[config.mk]
export PLATFORM = sky130hd
export DESIGN_NAME = stream_mux_rr
export DESIGN_NICKNAME = d
export VERILOG_FILES = /design/src/rtl/mux_pkg.sv /design/src/rtl/rr_pick.sv /design/src/rtl/stream_mux_rr.sv
export SDC_FILE = /design/constraint.sdc
export NUM_CORES = 1
export LEC_CHECK = 0
export ABC_AREA = 1
export BUFFER_PORTS_ARGS = -buffer_cell sky130_fd_sc_hd__buf_2
export CAP_MARGIN = 40
export CORE_UTILIZATION = 40
export DETAILED_ROUTE_END_ITERATION = 8
export GPL_TIMING_DRIVEN = 0
export PLACE_DENSITY = 0.76
export SLEW_MARGIN = 20
export SYNTH_ARGS = -nofsm -noshare
export SYNTH_HDL_FRONTEND = slang
export SYNTH_HIERARCHICAL = 1
export SYNTH_SLANG_ARGS = --single-unit
export TNS_END_PERCENT = 10
[constraint.sdc]
create_clock -name clk -period 7.1 [get_ports clk]
set_input_delay 1.775 -clock clk [delete_from_list [all_inputs] [get_ports clk]]
set_output_delay 1.775 -clock clk [all_outputs]
set_load 0.005 [all_outputs]
[src/rtl/mux_pkg.sv]
// mux_pkg: shared definitions for the registered stream multiplexer.
//   clog2        - ceiling log2, used to size channel indices (minimum 1 bit)
//   MODE_FIXED   - rr_en encoding selecting the fixed-select arbiter
//   MODE_RR      - rr_en encoding selecting round-robin arbitration
//   lock_state_e - packet lock state of the multiplexer
package mux_pkg;

  localparam logic MODE_FIXED = 1'b0;
  localparam logic MODE_RR    = 1'b1;

  typedef enum logic {
    ST_UNLOCKED = 1'b0,
    ST_LOCKED   = 1'b1
  } lock_state_e;

  // A single-channel index still needs one bit so port widths never collapse.
  function automatic int clog2(input int n);
    int r;
    r = 0;
    for (int v = n - 1; v > 0; v = v >> 1) r++;
    if (r == 0) r = 1;
    return r;
  endfunction

endpackage

[src/rtl/rr_pick.sv]
// rr_pick: rotating priority encoder.
//   req     in  N    - request vector
//   ptr     in  SELW - highest-priority index (must be < N)
//   gnt_idx out SELW - first requesting index searching ptr, ptr+1, ... with wrap
//   gnt_any out 1    - at least one request present
module rr_pick
  import mux_pkg::*;
#(
  parameter int N    = 4,
  parameter int SELW = clog2(N)
) (
  input  logic [N-1:0]    req,
  input  logic [SELW-1:0] ptr,
  output logic [SELW-1:0] gnt_idx,
  output logic            gnt_any
);

  localparam logic [SELW:0] NV = (SELW+1)'(N);

  logic [N-1:0] rot;
  logic [SELW:0] idx;

  always_comb begin
    // Rotating the doubled vector puts channel ptr at bit 0, so a plain
    // lowest-set-bit search implements the wrapped priority order.
    rot     = N'({req, req} >> ptr);
    gnt_any = 1'b0;
    idx     = '0;
    for (int k = N - 1; k >= 0; k--) begin
      if (rot[k]) begin
        gnt_any = 1'b1;
        idx     = {1'b0, ptr} + (SELW+1)'(k);
      end
    end
    if (idx >= NV) idx = idx - NV;
    gnt_idx = idx[SELW-1:0];
  end

endmodule

[src/rtl/stream_mux_rr.sv]
// stream_mux_rr: N-channel registered stream multiplexer with valid/ready
// handshake, packet locking and fixed-select or round-robin arbitration.
//   clk       in  1       - rising-edge clock
//   rst_n     in  1       - synchronous active-low reset
//   rr_en     in  1       - MODE_RR: round-robin, MODE_FIXED: use sel
//   sel       in  SELW    - fixed-mode channel; values >= N grant nothing
//   in_data   in  N*WIDTH - channel i at [i*WIDTH +: WIDTH]
//   in_valid  in  N       - per-channel valid
//   in_last   in  N       - per-channel end-of-packet
//   in_ready  out N       - per-channel ready, at most one bit set
//   out_data  out WIDTH   - registered data
//   out_ch    out SELW    - source channel of out_data
//   out_last  out 1       - registered end-of-packet
//   out_valid out 1       - registered valid
//   out_ready in  1       - consumer ready
module stream_mux_rr
  import mux_pkg::*;
#(
  parameter  int WIDTH = 32,
  parameter  int N     = 4,
  localparam int SELW  = clog2(N)
) (
  input  logic                 clk,
  input  logic                 rst_n,
  input  logic                 rr_en,
  input  logic [SELW-1:0]      sel,
  input  logic [N*WIDTH-1:0]   in_data,
  input  logic [N-1:0]         in_valid,
  input  logic [N-1:0]         in_last,
  output logic [N-1:0]         in_ready,
  output logic [WIDTH-1:0]     out_data,
  output logic [SELW-1:0]      out_ch,
  output logic                 out_last,
  output logic                 out_valid,
  input  logic                 out_ready
);

  localparam logic [SELW:0] NV = (SELW+1)'(N);

  lock_state_e      state_q, state_d;
  logic [SELW-1:0]  lock_ch_q, lock_ch_d;
  logic [SELW-1:0]  ptr_q, ptr_d;
  logic [WIDTH-1:0] out_data_q, out_data_d;
  logic [SELW-1:0]  out_ch_q, out_ch_d;
  logic             out_last_q, out_last_d;
  logic             out_valid_q, out_valid_d;

  logic             ld;
  logic [SELW-1:0]  pick_idx;
  logic             pick_any;
  logic [SELW-1:0]  gnt_idx;
  logic             gnt_vld;
  logic [WIDTH-1:0] gnt_data;
  logic             gnt_last;
  logic             accept;

  // The output register can take a beat when empty or being drained.
  assign ld = !out_valid_q || out_ready;

  rr_pick #(.N(N), .SELW(SELW)) u_pick (
    .req     (in_valid),
    .ptr     (ptr_q),
    .gnt_idx (pick_idx),
    .gnt_any (pick_any)
  );

  // Grant selection: a held lock overrides both arbitration modes.
  always_comb begin
    gnt_idx = '0;
    gnt_vld = 1'b0;
    if (state_q == ST_LOCKED) begin
      gnt_idx = lock_ch_q;
      gnt_vld = 1'b1;
    end else if (rr_en == MODE_RR) begin
      gnt_idx = pick_idx;
      gnt_vld = pick_any;
    end else begin
      gnt_idx = sel;
      gnt_vld = ({1'b0, sel} < NV);
    end
  end

  // Ready goes to the granted channel even when it is not valid, so a locked
  // channel that stalls produces bubbles instead of yielding the output.
  always_comb begin
    in_ready = '0;
    gnt_data = '0;
    gnt_last = 1'b0;
    for (int i = 0; i < N; i++) begin
      if (gnt_idx == SELW'(i)) begin
        in_ready[i] = rst_n && ld && gnt_vld;
        gnt_data    = in_data[i*WIDTH +: WIDTH];
        gnt_last    = in_last[i];
      end
    end
  end

  assign accept = |(in_ready & in_valid);

  always_comb begin
    state_d     = state_q;
    lock_ch_d   = lock_ch_q;
    ptr_d       = ptr_q;
    out_data_d  = out_data_q;
    out_ch_d    = out_ch_q;
    out_last_d  = out_last_q;
    out_valid_d = out_valid_q;
    if (accept) begin
      out_data_d  = gnt_data;
      out_ch_d    = gnt_idx;
      out_last_d  = gnt_last;
      out_valid_d = 1'b1;
      if (gnt_last) begin
        // Priority only rotates at packet boundaries.
        state_d = ST_UNLOCKED;
        ptr_d   = (gnt_idx == SELW'(N - 1)) ? '0 : gnt_idx + 1'b1;
      end else begin
        state_d   = ST_LOCKED;
        lock_ch_d = gnt_idx;
      end
    end else if (ld) begin
      out_valid_d = 1'b0;
    end
  end

  always_ff @(posedge clk) begin
    if (!rst_n) begin
      state_q     <= ST_UNLOCKED;
      lock_ch_q   <= '0;
      ptr_q       <= '0;
      out_data_q  <= '0;
      out_ch_q    <= '0;
      out_last_q  <= 1'b0;
      out_valid_q <= 1'b0;
    end else begin
      state_q     <= state_d;
      lock_ch_q   <= lock_ch_d;
      ptr_q       <= ptr_d;
      out_data_q  <= out_data_d;
      out_ch_q    <= out_ch_d;
      out_last_q  <= out_last_d;
      out_valid_q <= out_valid_d;
    end
  end

  assign out_data  = out_data_q;
  assign out_ch    = out_ch_q;
  assign out_last  = out_last_q;
  assign out_valid = out_valid_q;

endmodule

==> results of run 1 <==
[layout make-up]
type,instances,share of cell area (%)
plain buffers,31,3.921
flip-flops and latches,41,20.58
clock buffers,7,2.415
well taps,96,3.011
repair buffers,181,22.71
inverters,25,2.478
clock inverters,1,0.1255
multi-input cells,387,44.76
[synth_stat cells]
cell        n  area (um^2)
a21boi_1    1        7.510
a21oi_1    69        345.3
a21oi_4     1        16.27
buf_2       8        40.04
buf_6       4        45.04
clkbuf_1   19        71.32
dfxtp_1    41        820.8
ha_1        4        50.05
inv_1      20        75.07
inv_2       4        15.01
inv_6       1        8.760
nand2_1   186        698.2
nand2_2     7        43.79
nand2_4     3        33.78
nand3_1    11        55.05
nand3_2     1        10.01
nand3b_1    1        7.510
nand4_1     5        31.28
nor2_1     19        71.32
nor2_2      1        6.260
nor2_4      1        11.26
o211ai_1    2        15.01
o21ai_0    53        265.3
o21ai_1    18        90.09
or2_2       3        18.77
xnor2_1     1        8.760
[worst reg2reg max path: stages, from the launching register on]
cell,delay (ps)
dfxtp_1,360
buf_6,150
inv_6,50
nand2_4,50
nand2_2,60
nand2_2,80
nand2_1,70
nor2_1,90
o21ai_1,70
nand2_1,60
nand2_1,50
o211ai_1,190
o21ai_0,240
inv_1,170
ha_1,150
buf_2,220
clkbuf_1,450
a21oi_1,140
nand2_1,100
o21ai_1,50
o21ai_0,190
nand2_1,70
a21oi_1,130
[stage by stage]
step	instance area (um^2)	utilization, %	std cells
2_1_floorplan	2861	-	484
3_3_place_gp	3887	56.59	761
3_5_place_dp	3887	56.59	761
4_1_cts	3989	58.07	769
5_1_grt	3989	58.07	769
6_report	3989	58.07	769
[cells by family (layout without fill, tap and decap cells)]
kind of cell	count (synthesis)	in the layout	share of synthesized area [%]
simple gates	238	238	34.50
compound gates	144	144	25.84
buf+inv	56	245	8.920
flops	41	41	28.68
fa+ha+maj	4	4	1.749
xor+xnor	1	1	0.3061
[report_power, final]
part           internal (mW)  total, mW  leakage, nW  switching (mW)
registers              0.307      0.349        0.334          0.0421
clock network         0.0879      0.170       0.0542          0.0817
logic                  0.376       1.00         1.63           0.627
total                  0.770       1.52         2.01           0.751
[sequential cells by signal, indices dropped and copies added, names as in the netlist]
register,flops
out_data,32
lock_ch_q,2
out_ch,2
ptr_q,2
out_last,1
out_valid,1
state_q,1
[worst max-delay path by stage]
stage	start	endpoint	slack, ps	cells past startpoint
2_1_floorplan	in_valid[1]	in_ready[2]	1880	16
3_3_place_gp	in_valid[1]	in_ready[2]	1130	18
3_5_place_dp	in_valid[3]	in_ready[2]	1050	18
4_1_cts	in_valid[3]	in_ready[2]	1050	18
5_1_grt	in_valid[1]	in_ready[2]	740	18
6_report	in_valid[3]	in_ready[2]	1040	18
[per-layer routing]
| layer | vias to the layer above | wire length, um |
|---|---|---|
| li1 | 1950 | - |
| met1 | 1683 | 4145 |
| met2 | 166 | 4863 |
| met3 | 12 | 720 |
| met4 | 0 | 112 |
| met5 | - | 0 |
==> impl_metrics.ini, run 1 <==
[synth]
syn-num-nets = 630
ys_seq_elements = 41
synth_area_um2 = 2861
synth_area_per_cell_um2 = 5.912
syn_inst = 484
synth_cell_types = 26
ys_seq_area_share_pct = 28.68
yosys_warnings = 6

[die]
fp.dieArea_um2 = 7496
ios = 182
die_h_um = 86.58
core_area_um2 = 6869
start_util_pct = 41.66
die_width_um = 86.58
fp-row-count = 30

[critical_path]
crit_fanout = 10
required_ps = 5330
ff2ff_setup_slack_ps = 3870
cp_slowest_stage_delay_ps = 420
r2r_cells = 22
critPathTopFamily = buffers and inverters
path_cells = buf_2 -> inv_1 -> nand2_1 -> nand3_2 -> nand2_2 -> nand3_1 -> nand2_1 -> nand2_1 -> nand2_1 -> o211ai_1 -> o21ai_0 -> inv_1 -> ha_1 -> buf_2 -> inv_1 -> clkbuf_1 -> nor2_1 -> buf_2
crit_path_top_delay_cell = clkbuf_1
startpoint_type = input port
crit_top_cell = nand2_1
crit_type = input port to output port
crit_arrival_ps = 4290
cp_num_buf_inv = 7
end_kind = output port
r2r_start = ptr_q[0]
r2r-end = out_data[21]

[clocking]
clkLatencyLatePin_ps = 300
numCtsBuffers = 5
cts_tree = done
cts-root-buf = clkbuf_8
cts.sinks = 41
cts_resized = 0
cts_hold_buf = 0
postCtsSetupBuffers = 0
path_clk_slew_ps = 80
clockBufferDepth = 2
ctsHtreeMaxLevel = 2

[global_routing]
overflow = 0
first_global_vias = 3270
grtUsageMet3_pct = 5.048
antenna_found_initial = 0
grt_busiest_layer = met2
grt_pass1_wl_um = 14800
grt_max_degree = 13
grt_use_met2_pct = 47.47
track_usage_pct = 25.27
met1_usage_pct = 29.39

[run_status]
outcome = completed

[drt]
routedWlPerCell_um = 12.80
via_per_inst = 4.956
vias = 3811
firstDrtPassIters = 5
wirelength_um = 9841
drt_iter0_drc = 200
ant_nets = 0
drc_errors = 0

[timing]
max_slew_margin_pct = 64.17
fin_skew_ps = 6.570
setup_viol = 0
fin_crit_sh_pct = 85.42
period_needed_ps = 6065
worst_slack_ps = 1035
tightest_slew_ps = 537.5
holdWs_ps = 464.9
hold_viol = 0
slew_violations = 0
fmax_mhz = 164.9
fin_tns_setup_ps = 0
rsz0062_at_grt = no

[placed_design]
place_congestion = 0.8253
dpl.hpwl_um = 7921
post-place-ws_ps = 1055
io_buffer_count = 181

[cells_and_area]
synthToLayoutAreaGrowth_pct = 39.40
final_layout_size_suffix_gt1_share_pct = 33.14
final_common_cell = buf_2
diodes = 0
multi_input_area_um2 = 1785
most-common-layout-cells = buf_2, nand2_1, a21oi_1
fill_cells = 709
nets = 818
seq_area_um2 = 820.8

[worst_hold_path]
hold-path-endpoint = out_data[15]
min_from = out_data[15]
hold_class = flip-flop to flip-flop
holdPathStages = 2

[power]
power-per-cell-area_nw_per_um2 = 381.5
cellLeakagePower_nw = 2.014
ir_drop_v = 0.0001449
power.total_mw = 1.522

[flow_run]
max-cap-violations = 0
(Power assumes the default switching activity.)
==> run 2: changes to the inputs <==
CTS_BUF_LIST = sky130_fd_sc_hd__clkbuf_16   (was default)
==> run 2 against run 1 <==
  * Routed wire length grew 0.15%
  * Clock skew shrank 3.4 ps
  * First-iteration DRC count shrank 8.0%
  * Combinational power is essentially flat
  * Non-clock buffer count is the same
  * Worst setup slack lost 16 ps
  * Flip-flop and latch count is the same
  * Global-route usage shrank 0.081 points
  * Largest power group unchanged
==> impl_metrics.ini, run 2 (same netlist as run 1, synthesis figures left out) <==
[cells_and_area]
nets = 818
most-common-layout-cells = buf_2, nand2_1, a21oi_1
largest_register_ffs = 32
fin_util_pct = 58.60
synthToLayoutAreaGrowth_pct = 40.66
multi_input_area_um2 = 1785
diodes = 0
final_common_cell = buf_2
seq_area_um2 = 820.8
final_layout_size_suffix_gt1_share_pct = 32.84
fill_cells = 702

[run_status]
outcome = completed

[timing]
slew_violations = 0
fin_skew_ps = 3.156
fin_tns_setup_ps = 0
hold_viol = 0
fmax_mhz = 164.4
rsz0062_at_grt = no
fin_crit_sh_pct = 85.65
setup_viol = 0
period_needed_ps = 6081
worst_slack_ps = 1019
max_slew_margin_pct = 64.77
tightest_slew_ps = 528.4

[drt]
via_per_inst = 4.935
drt_iter0_drc = 184
top_layer = met4
vias = 3795
wl_met3_um = 676
wirelength_um = 9856
wl_met1_um = 4167
ant_nets = 0
drc_errors = 0
routedWlPerCell_um = 12.82
route.met2.wl_um = 4935
firstDrtPassIters = 5

[critical_path]
crit_fanout = 10
crit_top_cell = nand2_1
cp_num_buf_inv = 7
critPathTopFamily = buffers and inverters
crit_path_top_delay_cell = clkbuf_1
startpoint_type = input port
crit_type = input port to output port
ff2ff_setup_slack_ps = 3850
crit_arrival_ps = 4310
required_ps = 5330
path_cells = buf_2 -> inv_1 -> nand2_1 -> nand3_2 -> nand2_2 -> nand3_1 -> nand2_1 -> nand2_1 -> nand2_1 -> o211ai_1 -> o21ai_0 -> inv_1 -> ha_1 -> buf_2 -> inv_1 -> clkbuf_1 -> nor2_1 -> buf_2
cp_slowest_stage_delay_ps = 420
end_kind = output port

[die]
fp-row-count = 30
fp.dieArea_um2 = 7496
ios = 182
die_width_um = 86.58
die_h_um = 86.58
start_util_pct = 41.66
core_area_um2 = 6869

[placed_design]
place_congestion = 0.8253
dpl.hpwl_um = 7921
io_buffer_count = 181
post-place-ws_ps = 1055

[clocking]
numCtsBuffers = 5
cts_resized = 0
cts-root-buf = clkbuf_16
clockBufferDepth = 2
path_clk_slew_ps = 60
ctsHtreeMaxLevel = 2
cts_tree = done
cts.sinks = 41
clkLatencyLatePin_ps = 280
cts_hold_buf = 0
postCtsSetupBuffers = 0

[power]
cellLeakagePower_nw = 2.028
power-per-cell-area_nw_per_um2 = 389.7
ir_drop_v = 0.0001480

[global_routing]
grt_max_degree = 13
grt_pass1_wl_um = 14840
antenna_found_initial = 0
track_usage_pct = 25.19
overflow = 0
first_global_vias = 3292

[worst_hold_path]
hold_class = flip-flop to flip-flop

[flow_run]
max-cap-violations = 0
## run 2: changes by cell type in the layout (fill, tap and decap cells not counted)
cell,before,now
clkbuf_16,0,5
clkbuf_8,7,0
clkinv_1,0,2
## run 2: final timing paths
check               startpoint            to  cells after the start
setup reg to reg      ptr_q[0]      ptr_q[1]                     22
hold reg to reg   out_data[15]  out_data[15]                      2
setup / recovery   in_valid[3]   in_ready[2]                     18
hold / removal    out_data[15]  out_data[15]                      2
## run 2: final cells by class
type	instances	share of cell area [%]
Multi-Input combinational cell	387	44.36
Timing Repair Buffer	181	22.51
Sequential cell	41	20.39
Buffer	31	3.886
Clock buffer	5	3.108
Tap cell	96	2.984
Inverter	25	2.456
Clock inverter	3	0.3108
## run 2: power breakdown
group	internal [mW]	switching [mW]	total [mW]	leakage [nW]
Sequential	0.307	0.0421	0.349	0.334
Clock	0.127	0.0885	0.216	0.0687
Combinational	0.376	0.628	1.00	1.63
## run 2: worst reg2reg max path, delay by kind of cell, from the launching register on
kind / cells / cell delay (ps)
AO/OA/AOI/OAI: 3 / 590
adder cells (fa/ha/maj): 1 / 160
buffers and inverters: 7 / 980
flip-flops: 1 / 320
AND/OR/NAND/NOR: 11 / 1110
## run 2: layer usage
metal | global-route usage (%) | vias up
met5 | 0 | -
met4 | 5.758 | 0
met3 | 4.190 | 8
met2 | 47.84 | 157
met1 | 29.39 | 1678
li1 | - | 1952
## run 2: metrics by stage
stage / total power, mW / hold WS, ps / std cells / area [um^2]
floorplan: 1.040 / 453.8 / 484 / 2861
global placement: 1.330 / 449.0 / 761 / 3887
detailed placement: 1.350 / 452.2 / 761 / 3887
CTS: 1.566 / 461.4 / 769 / 4025
global route: 1.723 / 479.7 / 769 / 4025
finish: 1.569 / 461.8 / 769 / 4025
